<file path="src/rtl/fetch_pkg.sv">
// Shared definitions for the instruction fetch front-end.
//   fetch_state_e : fetch controller states
//   fetch_entry_t : one buffered instruction together with its fetch PC
//   INSTR_W       : instruction word width
//   NOP_INSTR     : canonical NOP the core inserts into flushed decode slots
package fetch_pkg;

  localparam int INSTR_W = 32;
  localparam logic [INSTR_W-1:0] NOP_INSTR = 32'h0000_0013;

  typedef enum logic [1:0] {
    IDLE,
    FETCH,
    HOLD,
    DRAIN
  } fetch_state_e;

  typedef struct packed {
    logic [31:0]        pc;
    logic [INSTR_W-1:0] instr;
  } fetch_entry_t;

endpackage

</file>
<file path="src/rtl/fetch_fifo.sv">
// Small synchronous FIFO of {pc, instr} entries.
//   clk, rst   : clock, asynchronous active-low reset
//   push       : write push_entry at the tail
//   push_entry : entry to write
//   pop        : drop the head entry
//   flush      : empty the FIFO; has priority over push and pop
//   count      : number of valid entries (0..DEPTH)
//   head       : entry at the head (meaningful only when count != 0)
module fetch_fifo
  import fetch_pkg::*;
#(
  parameter int DEPTH = 2
) (
  input  logic                   clk,
  input  logic                   rst,
  input  logic                   push,
  input  fetch_entry_t           push_entry,
  input  logic                   pop,
  input  logic                   flush,
  output logic [$clog2(DEPTH):0] count,
  output fetch_entry_t           head
);

  localparam int PTR_W = $clog2(DEPTH);

  fetch_entry_t mem [DEPTH];

  logic [PTR_W-1:0] rd_ptr_q, rd_ptr_d;
  logic [PTR_W-1:0] wr_ptr_q, wr_ptr_d;
  logic [PTR_W:0]   count_q, count_d;
  logic             do_push, do_pop;

  always_comb begin
    // NOTE: every output of this block gets a default first, so no path can infer a latch.
    do_push  = push && !flush;
    do_pop   = pop && !flush && (count_q != '0);
    rd_ptr_d = rd_ptr_q;
    wr_ptr_d = wr_ptr_q;
    count_d  = count_q;

    if (flush) begin
      rd_ptr_d = '0;
      wr_ptr_d = '0;
      count_d  = '0;
    end else begin
      // Pointers wrap naturally because DEPTH is a power of two.
      if (do_push) wr_ptr_d = wr_ptr_q + 1'b1;
      if (do_pop)  rd_ptr_d = rd_ptr_q + 1'b1;
      case ({do_push, do_pop})
        2'b10:   count_d = count_q + 1'b1;
        2'b01:   count_d = count_q - 1'b1;
        default: count_d = count_q;
      endcase
    end
  end

  // NOTE: state registers use non-blocking assignments so all flops update together at the edge.
  always_ff @(posedge clk or negedge rst) begin
    if (!rst) begin
      rd_ptr_q <= '0;
      wr_ptr_q <= '0;
      count_q  <= '0;
    end else begin
      rd_ptr_q <= rd_ptr_d;
      wr_ptr_q <= wr_ptr_d;
      count_q  <= count_d;
    end
  end

  // NOTE: storage is deliberately not reset; an entry is only observed after count marks it valid.
  always_ff @(posedge clk) begin
    if (do_push) mem[wr_ptr_q] <= push_entry;
  end

  assign count = count_q;
  assign head  = mem[rd_ptr_q];

endmodule

</file>
<file path="src/rtl/fetch_unit.sv">
// Instruction fetch front-end between decode and the instruction RAM.
//   clk, rst        : clock, asynchronous active-low reset
//   imem_request    : request to instruction RAM (at most one outstanding)
//   imem_addr       : word address, stable while a request is outstanding
//   imem_rdata      : returned instruction, qualified by imem_valid
//   imem_valid      : one-cycle pulse completing the outstanding request
//   redirect_valid  : branch/jump/trap redirect this cycle
//   redirect_pc     : redirect target (bits [1:0] ignored)
//   if_valid        : head of the instruction buffer is valid
//   if_instr, if_pc : head instruction and its PC (zero when not valid)
//   id_ready        : decode consumes the head when if_valid && id_ready
module fetch_unit
  import fetch_pkg::*;
#(
  parameter logic [31:0] RESET_PC   = 32'h0000_0000,
  parameter int          ADDR_W     = 8,
  parameter int          FIFO_DEPTH = 2
) (
  input  logic               clk,
  input  logic               rst,
  output logic               imem_request,
  output logic [ADDR_W-1:0]  imem_addr,
  input  logic [INSTR_W-1:0] imem_rdata,
  input  logic               imem_valid,
  input  logic               redirect_valid,
  input  logic [31:0]        redirect_pc,
  output logic               if_valid,
  output logic [INSTR_W-1:0] if_instr,
  output logic [31:0]        if_pc,
  input  logic               id_ready
);

  localparam int               CNT_W = $clog2(FIFO_DEPTH) + 1;
  localparam logic [CNT_W-1:0] FULL  = CNT_W'(FIFO_DEPTH);

  fetch_state_e      state_q, state_d;
  logic [31:0]       pc_q, pc_d;
  logic [ADDR_W-1:0] drain_addr_q, drain_addr_d;

  logic [CNT_W-1:0]  count, count_after;
  fetch_entry_t      head, push_entry;
  logic              push, pop, flush;

  logic unused_redirect_lsbs;
  assign unused_redirect_lsbs = ^redirect_pc[1:0];

  // The decode slot in a redirect cycle is discarded by the core, so no pop then.
  assign pop = if_valid && id_ready && !redirect_valid;

  always_comb begin
    state_d      = state_q;
    pc_d         = pc_q;
    drain_addr_d = drain_addr_q;
    imem_request = 1'b0;
    imem_addr    = pc_q[ADDR_W+1:2];
    push         = 1'b0;
    flush        = 1'b0;
    push_entry   = '{pc: pc_q, instr: imem_rdata};
    // Occupancy after a push this cycle; only consulted when pushing.
    count_after  = count + CNT_W'(1) - CNT_W'(pop);

    case (state_q)
      IDLE: state_d = FETCH;

      FETCH: begin
        imem_request = 1'b1;
        if (redirect_valid) begin
          // A word returning in the redirect cycle is stale; otherwise the
          // outstanding request must still be drained at its original address.
          state_d      = imem_valid ? FETCH : DRAIN;
          drain_addr_d = pc_q[ADDR_W+1:2];
        end else if (imem_valid) begin
          push    = 1'b1;
          pc_d    = pc_q + 32'd4;
          state_d = (count_after == FULL) ? HOLD : FETCH;
        end
      end

      HOLD: begin
        if (redirect_valid || count < FULL) state_d = FETCH;
      end

      DRAIN: begin
        imem_request = 1'b1;
        imem_addr    = drain_addr_q;
        // The drained response completes the old request even if another
        // redirect lands in the same cycle; that redirect only moves pc_q.
        if (imem_valid) state_d = FETCH;
      end

      default: state_d = IDLE;
    endcase

    if (redirect_valid && state_q != IDLE) begin
      flush = 1'b1;
      pc_d  = {redirect_pc[31:2], 2'b00};
    end
  end

  always_ff @(posedge clk or negedge rst) begin
    if (!rst) begin
      state_q      <= IDLE;
      pc_q         <= RESET_PC;
      drain_addr_q <= '0;
    end else begin
      state_q      <= state_d;
      pc_q         <= pc_d;
      drain_addr_q <= drain_addr_d;
    end
  end

  fetch_fifo #(
    .DEPTH (FIFO_DEPTH)
  ) u_fifo (
    .clk        (clk),
    .rst        (rst),
    .push       (push),
    .push_entry (push_entry),
    .pop        (pop),
    .flush      (flush),
    .count      (count),
    .head       (head)
  );

  assign if_valid = (count != '0);
  assign if_instr = if_valid ? head.instr : '0;
  assign if_pc    = if_valid ? head.pc    : '0;

endmodule

</file>
<file path="config.mk">
export PLATFORM = sky130hd
export DESIGN_NAME = fetch_unit
export DESIGN_NICKNAME = d
export VERILOG_FILES = /design/src/rtl/fetch_pkg.sv /design/src/rtl/fetch_fifo.sv /design/src/rtl/fetch_unit.sv
export SDC_FILE = /design/constraint.sdc
export NUM_CORES = 1
export LEC_CHECK = 0
export CELL_PAD_IN_SITES_DETAIL_PLACEMENT = 1
export CELL_PAD_IN_SITES_GLOBAL_PLACEMENT = 1
export CORE_AREA = 4 4 134 136
export CTS_CLUSTER_DIAMETER = 200
export DETAILED_ROUTE_END_ITERATION = 6
export DIE_AREA = 0 0 138 140
export PLACE_DENSITY = 0.94
export SLEW_MARGIN = 10
export SYNTH_ARGS = -nofsm -noshare
export SYNTH_HDL_FRONTEND = slang
export SYNTH_SLANG_ARGS = --single-unit
</file>
<file path="constraint.sdc">
create_clock -name clk -period 8.5 [get_ports clk]
set_input_delay 1.7 -clock clk [delete_from_list [all_inputs] [get_ports clk]]
set_output_delay 1.7 -clock clk [all_outputs]
set_load 0.005 [all_outputs]
</file>
==> results of run 1 <==
routing by layer:
layer | share of wire | GRT usage | up-vias | routed length [um]
li1 | - | - | 2340 | -
met1 | 0.42 | 0.238 | 2516 | 7820
met2 | 0.52 | 0.347 | 159 | 9740
met3 | 0.047 | 0.0427 | 22 | 881
met4 | 0.014 | 0.0650 | 0 | 265
met5 | 0 | 0 | - | 0
worst reg2reg max path, cell delays in order (launching register included):
cell and delay (ps):
dfrtp_1 470, and3b_1 760, nand4_1 480, or4_1 550, nand3_1 100
worst paths after layout:
kind	from	endpoint	depth (start not counted)
min in group asynchronous	rst	state_q[1]$_DFFE_PN0P_	1
worst max register to register	state_q[1]$_DFFE_PN0P_	pc_q[21]$_DFFE_PN0P_	4
worst min register to register	drain_addr_q[7]$_DFFE_PN0P_	drain_addr_q[7]$_DFFE_PN0P_	1
max in group asynchronous	rst	u_fifo.rd_ptr_q$_DFFE_PN0P_	1
worst max-delay path	u_fifo.rd_ptr_q$_DFFE_PN0P_	if_pc[17]	3
worst min-delay path	drain_addr_q[7]$_DFFE_PN0P_	drain_addr_q[7]$_DFFE_PN0P_	1
metrics by stage:
step	total power, W	util	setup WS (ps)	hold slack [ps]
global route	0.00221	0.558	4080	522
detailed placement	0.00139	0.524	4380	500
global placement	0.00137	0.524	4490	484
floorplan	0.00118	-	1710	437
CTS	0.00213	0.558	4200	516
finish	0.00211	0.558	4240	512
power groups by stage:
| stage | sequential (W) | clock, W | combinational, W |
|---|---|---|---|
| 2_1_floorplan | 0.000988 | 0 | 0.000191 |
| 3_3_place_gp | 0.00101 | 0 | 0.000354 |
| 3_5_place_dp | 0.00102 | 0 | 0.000373 |
| 4_1_cts | 0.00101 | 0.000753 | 0.000375 |
| 5_1_grt | 0.00101 | 0.000793 | 0.000399 |
| 6_report | 0.00101 | 0.000738 | 0.000368 |
cell type report:
cell class,count,area share
multi-input cells,350,0.247
flip-flops and latches,168,0.511
repair buffers,143,0.150
well taps,225,0.0298
inverters,6,0.00238
clock inverters,14,0.0144
clock buffers,18,0.0454
sequential cells by signal, indices dropped and copies added (netlist names):
signal,count
pc_q,30
u_fifo.rd_ptr_q,1
u_fifo.count,2
state_q,2
u_fifo.mem,124
drain_addr_q,8
u_fifo.wr_ptr_q,1
placed cells by master, fill, tap and decap left out, types with 7 or more instances in the layout:
cell	count
a21oi_1	8
a31oi_1	12
and4_1	7
clkbuf_16	17
clkdlybuf4s50_1	137
dfrtp_1	43
edfxtp_1	124
mux2_2	16
mux2i_1	63
nand2_1	31
nand3_1	13
nand4_1	14
nor2_1	82
o21ai_0	8
o21ai_1	12
or4_1	9
logic make-up (layout without fill, tap and decap cells):
family | Yosys count | after routing | share of synthesized area
other | 1 | 2 | 0.000508
AOI/OAI and AO/OA | 60 | 60 | 0.0504
and+or+nand+nor | 196 | 196 | 0.137
DFF | 168 | 168 | 0.654
muxes | 79 | 79 | 0.110
adders and majority gates | 2 | 2 | 0.00339
buffers and inverters | 44 | 181 | 0.0319
xor gates and xnor gates | 11 | 11 | 0.0131
==> flow_metrics.tcl, run 1 <==
set metrics [dict create \
    status "finished clean" \
    initial_utilization 0.436 \
    switchingPower_w 0.000555 \
    arrival_ps 2560 \
    std_cell_rows 48 \
    fill_cells 1704 \
    hold_viol_final 0 \
    drv_cap 0 \
    cpMaxStageDelayCell "dfrtp_4" \
    cts_root_buf "clkbuf_16" \
    route.vias.total 5037 \
    syn_to_final_growth_pct 28.0 \
    avgSynthCellArea_um2 13.1 \
    p_int_w 0.00156 \
    grt_pass1_vias 5482 \
    syn_area_um2 7380 \
    gp_congestion 0.806 \
    netlist.area_leader.share 0.505 \
    cts_buffers 17 \
    cts_resized 0 \
    ys_warn_count 0 \
    multi_input_area_um2 2330 \
    grt_usage 0.196 \
    async_flop_share 0.262 \
    grt_overflow 0 \
    finalWirelength_mm 18.7 \
    die_area_um2 19300 \
    yosys.cell_count.top_type "edfxtp_1" \
    rsz0062_at_grt "no" \
    finalSetupViolCount 0 \
    p_leak_nw 3.19 \
    dp.cells 892 \
    drt-vias-per-instance 5.45 \
    tritoncts "done" \
    ys_top_cells_by_count "edfxtp_1, nor2_1, mux2i_1" \
    wl_per_cell_um 20.2 \
    tns_ps 0 \
    place_area_um2 8880 \
    criticalPathCategory "register to output port" \
    worst-path-max-fanout 63 \
    holdBufCountCts 0 \
    synthFlopType "edfxtp_1" \
    max_freq_mhz 235 \
    grt_pass1_wl_mm 29.8 \
    drtPass1Iterations 4 \
    fin_crit_ps 4260 \
    fp.dieH_um 140 \
    dpl.hpwl_mm 12.6 \
    ios 143 \
    fin_nets 757 \
    crit_chain "mux2i_1, nor2_1, clkdlybuf4s50_1" \
    worst_ep_required_time_ps 6800 \
    maxSlewViolCount 0 \
    pwr-share-comb 0.174 \
    skew_ps 10.4 \
    drive_gt1_frac 0.0930 \
    synth_top_area_cell "edfxtp_1" \
    synth_edf_count 124 \
    cp.buffers_inverters 1 \
    fp.dieW_um 138 \
    period_share 0.501 \
    yosys-top-cells-area "edfxtp_1, dfrtp_1, mux2i_1, nor2_1, mux2_2" \
    vdd_ir_drop_max_mv 0.135 \
    clockBufferDepth 2 \
    drtAntennaViolNets 0 \
    maxSlewHeadroom 0.239 \
    syn_inst 561 \
    sw_frac_of_total 0.263 \
    end_kind "output port" \
    clk_pin_slew_ps 70 \
    htreeDepth 4 \
    reg2reg_slack_ps 6080 \
    p_per_area_nw_per_um2 224 \
    coreArea_um2 16900 \
    antenna_found_initial 0 \
    clkPwrFrac 0.349 \
    diodes 0 \
    grt_max_degree 64 \
    max_stage_delay_ps 1170 \
    post_cts_buffers 0 \
    tightest_slew_ps 1140 \
    cts_sinks 168 \
    holdCritPathClass "register to register" \
    yosysSeqAreaShare 0.654 \
    remaining_drc_errors 0 \
    initialDrtViolationCount 310 \
    ys_ff_latch 168 \
    clk_latency_ps 430 \
    final_cells 924 \
    fin_area_um2 9450 \
    crit_family "flip-flops" \
    port_buffers 138 \
    ys_types 51 \
    seqPwrFrac 0.476 \
    worstSetupStartpointType "register" \
    regArea_um2 4830 \
]
(Power assumes the default switching activity.)
==> run 2: changes to the inputs <==
--- a/config.mk
+++ b/config.mk
@@ -7,11 +7,11 @@
 export LEC_CHECK = 0
 export CELL_PAD_IN_SITES_DETAIL_PLACEMENT = 1
 export CELL_PAD_IN_SITES_GLOBAL_PLACEMENT = 1
-export CORE_AREA = 4 4 134 136
+export CORE_AREA = 4 4 138 140
 export CTS_CLUSTER_DIAMETER = 200
 export DETAILED_ROUTE_END_ITERATION = 6
-export DIE_AREA = 0 0 138 140
-export PLACE_DENSITY = 0.94
+export DIE_AREA = 0 0 142 144
+export PLACE_DENSITY = 0.9
 export SLEW_MARGIN = 10
 export SYNTH_ARGS = -nofsm -noshare
 export SYNTH_HDL_FRONTEND = slang
==> constraint.sdc (replaced) <==
create_clock -name clk -period 4.5 [get_ports clk]
set_input_delay 0.9 -clock clk [delete_from_list [all_inputs] [get_ports clk]]
set_output_delay 0.9 -clock clk [all_outputs]
set_load 0.005 [all_outputs]
==> run 2 against run 1 <==
Compared with the run above:
- worst hold slack got worse by 2.5 ps
- clock power rose by 110%
- sequential share of layout area fell by 0.50 points
- total power rose by 96%
- clock skew fell by 1.1 ps
- first-iteration DRC count rose by 4.8%
- sequential cell count did not move
- via count fell by 0.79%
- final area rose by 0.98%
- non-clock buffer count rose by 1
- critical path type unchanged
==> flow_metrics.tcl, run 2 (synthesis gave the netlist of run 1 again) <==
set metrics [dict create \
    cts_buffers 17 \
    skew_ps 9.29 \
    diodes 0 \
    drtAntennaViolNets 0 \
    status "finished clean" \
    fin_hold_ws_ps 510 \
    fill_cells 1795 \
    reg_top3 "u_fifo.mem x124, pc_q x30, drain_addr_q x8" \
    clockBufferDepth 2 \
    hold_viol_final 0 \
    period_share 0.786 \
    clk_pin_slew_ps 70 \
    holdCritPathClass "register to register" \
    coreArea_um2 17800 \
    remaining_drc_errors 0 \
    wl_per_cell_um 20.1 \
    finalWirelength_mm 18.6 \
    worst_ep_required_time_ps 3600 \
    syn_to_final_growth_pct 29.3 \
    fin_crit_ps 3540 \
    p_per_area_nw_per_um2 435 \
    fin_nets 758 \
    fin_area_um2 9540 \
    rsz0062_at_grt "no" \
    vdd_ir_drop_max_mv 0.300 \
    std_cell_rows 49 \
    worst-path-max-fanout 30 \
    reg2reg_slack_ps 2070 \
    holdBufCountCts 0 \
    cts_root_buf "clkbuf_16" \
    top_register "u_fifo.mem" \
    end_kind "output port" \
    mostFrequentLayoutCell "clkdlybuf4s50_1" \
    worstSetupStartpointType "register" \
    crit_chain "inv_1, ha_2, buf_4, nor2_1, clkdlybuf4s50_1" \
    die_area_um2 20400 \
    maxSlewHeadroom 0.227 \
    initialDrtViolationCount 325 \
    arrival_ps 2640 \
    cpMaxStageDelayCell "ha_2" \
    final_cell_mix "clkdlybuf4s50_1, edfxtp_1, nor2_1, mux2i_1, dfrtp_1" \
    cts_sinks 168 \
    grt_overflow 0 \
    dpl.hpwl_mm 12.4 \
    tightest_slew_ps 1160 \
    max_stage_delay_ps 670 \
    max_freq_mhz 283 \
    largest_register_ffs 124 \
    grt_pass1_vias 5461 \
    ios 143 \
    port_buffers 138 \
    grt_usage 0.186 \
    drive_gt1_frac 0.0943 \
    route.vias.total 4997 \
    p_leak_nw 3.23 \
    clk_latency_ps 420 \
    drt-vias-per-instance 5.38 \
    fp.dieW_um 142 \
    place_area_um2 8910 \
    htreeDepth 4 \
    post_cts_buffers 0 \
    tritoncts "done" \
    drv_cap 0 \
    tns_ps 0 \
    maxSlewViolCount 0 \
    criticalPathCategory "register to output port" \
    fp.dieH_um 144 \
    grt_max_degree 64 \
    gp_congestion 0.809 \
    finalSetupViolCount 0 \
    grt_pass1_wl_mm 29.5 \
    initial_utilization 0.413 \
    cts_resized 0 \
    antenna_found_initial 0 \
    drtPass1Iterations 4 \
]
[run 2: changes by cell type in the layout (fill, tap and decap cells not counted), sizes merged]
cell	change
buf	+1
inv	-4
clkinv	+2
bufinv	+3
clkinvlp	-1
[run 2: through the flow]
| step | util | std cells | power [W] | setup WS [ps] |
|---|---|---|---|---|
| 2_1_floorplan | - | 562 | 0.00223 | 410 |
| 3_3_place_gp | 0.499 | 897 | 0.00260 | 1190 |
| 3_5_place_dp | 0.499 | 897 | 0.00264 | 1090 |
| 4_1_cts | 0.535 | 929 | 0.00418 | 918 |
| 5_1_grt | 0.535 | 929 | 0.00433 | 804 |
| 6_report | 0.535 | 929 | 0.00415 | 963 |
[run 2: layout make-up]
type	count	area [um^2]	share of cell area
clock buffers	18	429	0.0450
clock inverters	14	198	0.0207
multi-input cells	350	2340	0.245
inverters	6	22.5	0.00236
well taps	229	287	0.0300
repair buffers	144	1430	0.150
flip-flops and latches	168	4830	0.506
[run 2: final timing paths]
check	from	endpoint	cells after the start
setup / recovery	u_fifo.count[0]$_DFFE_PN0P_	if_pc[14]	5
hold reg to reg	pc_q[31]$_DFFE_PN0P_	u_fifo.mem[1][63]$_DFFE_PP_	0
min in group asynchronous	rst	pc_q[31]$_DFFE_PN0P_	1
max in group asynchronous	rst	u_fifo.rd_ptr_q$_DFFE_PN0P_	1
hold / removal	pc_q[31]$_DFFE_PN0P_	u_fifo.mem[1][63]$_DFFE_PP_	0
setup reg to reg	state_q[1]$_DFFE_PN0P_	pc_q[17]$_DFFE_PN0P_	4
[run 2: critical path: cells and delay by family (launching register included)]
family | cells | cell delay (ps)
buffers and inverters | 3 | 1070
adder cells (fa/ha/maj) | 1 | 670
flip-flops | 1 | 370
AND/OR/NAND/NOR | 1 | 100
[run 2: routing by layer]
metal  part of all wire  vias up  GRT usage
met1               0.40     2489      0.226
met4              0.015        0     0.0566
li1                   -     2342          -
met3              0.052       25     0.0400
met5                  0        -          0
met2               0.53      141      0.333
[run 2: where the power goes]
group | internal [W] | switching, W
sequential | 0.00178 | 0.000117
combinational | 0.000391 | 0.000316
clock | 0.000935 | 0.000605
total | 0.00311 | 0.00104
==> edit 1 (settings of run 2) <==
Make the reset (`rst`) synchronous in 2 clocked blocks. Comments in the files are not updated.
--- a/src/rtl/fetch_fifo.sv
+++ b/src/rtl/fetch_fifo.sv
@@ -57,3 +57,3 @@
   // NOTE: state registers use non-blocking assignments so all flops update together at the edge.
-  always_ff @(posedge clk or negedge rst) begin
+  always_ff @(posedge clk) begin
     if (!rst) begin
--- a/src/rtl/fetch_unit.sv
+++ b/src/rtl/fetch_unit.sv
@@ -99,3 +99,3 @@
 
-  always_ff @(posedge clk or negedge rst) begin
+  always_ff @(posedge clk) begin
     if (!rst) begin
Check against the original RTL: differs if rst is asserted again (counterexample within 4 cycles, from zero or initial values and one cycle with rst low); with rst held inactive, the same outputs for 4 cycles.
==> edit 1 against run 2 <==
Synthesized cell count rose by 2.7%. Core utilization fell by 0.81 points. Critical path depth did not move. Non-clock buffer count rose by 5. Worst setup slack improved by 170 ps. Area after synthesis fell by 3.1%. Sequential cell count rose by 1. Power fell by 12%. Routed wire length rose by 3.8%. Clock power fell by 4%. Cell area fell by 1.5%.
==> edit 1: results (changes against run 2) <==
status finished clean (unchanged); sequential share of the synthesized area 64.7% (was 65.4%); combinational power share 10.5% (was 17.0%); Final HPWL DP 13.3 mm (was 12.4 mm); DR WL met3 1.31 mm (was 968 µm); CP peak stage delay 740 ps (was 670 ps); CP arrival 2460 ps (was 2640 ps); DP Area 8790 µm² (was 8910 µm²); Slew HR 35.9% (was 22.7%); fin nets 782 (was 758); vias in the first global route 5492 (was 5461); Syn Area/Cell 12.4 µm² (was 13.1 µm²); hold slack final 512 ps (was 510 ps); hold path endpoint drain_addr_q[1] (was u_fifo.mem[1][63]); wire length on met1 7.66 mm (was 7.52 mm); Unique masters post-synth 55 (was 51); Vias 5175 (was 4997); grt met1 use 23.2% (was 22.6%); Cell Pwr Density 389 nW/µm² (was 435 nW/µm²); FFs w/ async S/R, synth 0% (was 26.2%); worst reg2reg path depth 5 (was 4); Total GRT Usage 19.3% (was 18.6%); Clock Skew 12.4 ps (was 9.29 ps); first-pass GRT wire length 30.2 mm (was 29.5 mm); switching share of power 22.8% (was 25.0%)
edit 1: changes by cell type in the layout (fill, tap and decap cells not counted), moves of 6 or more:
cell,before,now
dfxtp_1,0,44
dfrtp_1,43,0
nor2_1,82,97
a21oi_1,8,19
o21ai_1,12,1
o22ai_1,0,9
a22oi_1,0,8
a31oi_1,12,4
mux2_2,16,8
or4_1,9,1
mux2i_1,63,70
and4_1,7,1
xor2_1,5,11
edit 1: final cells by class:
class / instances / area, µm²
tap: 229 / 287
multi-input combinational: 363 / 2350
clock inverter: 12 / 151
fill: 1816 / 8450
clock buffer: 20 / 447
timing repair buffer: 149 / 1490
inverter: 10 / 37.5
sequential: 169 / 4630
edit 1: logic make-up after synthesis:
| group | share of synthesized area [%] |
|---|---|
| flip-flops | 64.7 |
| XOR/XNOR | 2.21 |
| buffers and inverters | 2.57 |
| AND/OR/NAND/NOR | 12.6 |
| other | 0.0525 |
| AO/OA/AOI/OAI | 6.29 |
| multiplexers | 11.1 |
| adder cells (fa/ha/maj) | 0.525 |
==> edit 2 (settings of run 2) <==
Without the edit above. Change the parameter `ADDR_W` from 8 to 6.
--- a/src/rtl/fetch_unit.sv
+++ b/src/rtl/fetch_unit.sv
@@ -15,3 +15,3 @@
   parameter logic [31:0] RESET_PC   = 32'h0000_0000,
-  parameter int          ADDR_W     = 8,
+  parameter int          ADDR_W     = 6,
   parameter int          FIFO_DEPTH = 2
Interface: changed (resized imem_addr); port bits go from 143 to 141. The function was not compared with the original's and may differ.
==> edit 2 against run 2 <==
Cell area fell by 2.8%. Routed wire length fell by 4.7%. Maximum frequency fell by 3.1%. Sequential cell count fell by 2. Via count fell by 4.6%. Die area did not move. Synthesized cell count fell by 5.9%. Area after synthesis fell by 4.0%. Worst setup slack got worse by 110 ps. Power rose by 8.6%. Largest cell class unchanged.
==> edit 2: results (changes against run 2) <==
Placed Cells 868 (was 897); r2r setup slk 1640 ps (was 2070 ps); pre-CTS setup slack 835 ps (was 1090 ps); DP Area 8640 µm² (was 8910 µm²); XOR/XNOR Fraction of Synth Area 3.22% (was 1.31%); Final HPWL DP 11.9 mm (was 12.4 mm); grt met1 use 21.0% (was 22.6%); Compound-Gate Fraction of Synth Area 3.82% (was 5.04%); FFs w/ async S/R, synth 25.3% (was 26.2%); met3 GRT Util 3.87% (was 4.00%); Util after Layout 52.0% (was 53.5%); Syn Area/Cell 13.4 µm² (was 13.1 µm²); Worst R2R End pc_q[24] (was pc_q[17]); first-pass GRT wire length 28.2 mm (was 29.5 mm); Unique masters post-synth 46 (was 51); vias in the first global route 5324 (was 5461); Post-Layout Cell Count 900 (was 929); top post-synthesis cells by area edfxtp_1, dfrtp_1, mux2i_1, nor2_1, mux2_2 (unchanged); number of port buffers 136 (was 138); FF+latch count 166 (was 168); Layout fillers 1793 (was 1795); #MultiIn Comb 326 (was 350); Vias 4768 (was 4997); maximum vdd drop 0.306 mV (was 0.300 mV); Max FO, Critical Path 39 (was 30); CP peak stage delay 790 ps (was 670 ps); bufs w/o clock 141 (was 144); non-clk buf share 15.2% (was 15.0%); P_leak 3.13 nW (was 3.23 nW); Largest regs u_fifo.mem (124), pc_q (30), drain_addr_q (6) (was u_fifo.mem (124), pc_q (30), drain_addr_q (8)); Worst-Margin Slew 1140 ps (was 1160 ps); hold slack final 507 ps (was 510 ps); clk tree area frac 6.84% (was 6.57%); sequential share of the synthesized area 67.4% (was 65.4%); status finished clean (unchanged); crit path time final 3650 ps (was 3540 ps); DR iter-0 viols 264 (was 325); Worst R2R Start pc_q[5] (was state_q[1])
[edit 2: cell count changes after synthesis, moves of 7 or more]
cell | run 2 | this run
a31oi_1 | 12 | 1
and4_1 | 7 | 0
o21ai_0 | 8 | 22
buf_2 | 13 | 2
xor2_1 | 5 | 12
o21ai_1 | 13 | 0
or4_1 | 9 | 0
xnor2_1 | 6 | 14
[edit 2: worst reg2reg max path: stages, from the launching register on]
cell and delay (ps):
dfrtp_1 540, nand4_1 580, nor4_1 920, nand4_1 250
xor2_1 270, a21oi_1 130
[edit 2: per-layer routing]
| layer | up-vias | part of all wire (%) |
|---|---|---|
| li1 | 2176 | - |
| met4 | 0 | 2.5 |
| met5 | - | 0 |
| met2 | 141 | 52 |
| met1 | 2418 | 41 |
| met3 | 33 | 4.4 |
[edit 2: report_power, final]
part	leakage [nW]	switching, mW	internal, mW
clock	0.311	0.579	0.979
sequential	1.63	0.141	1.78
combinational	1.19	0.448	0.578
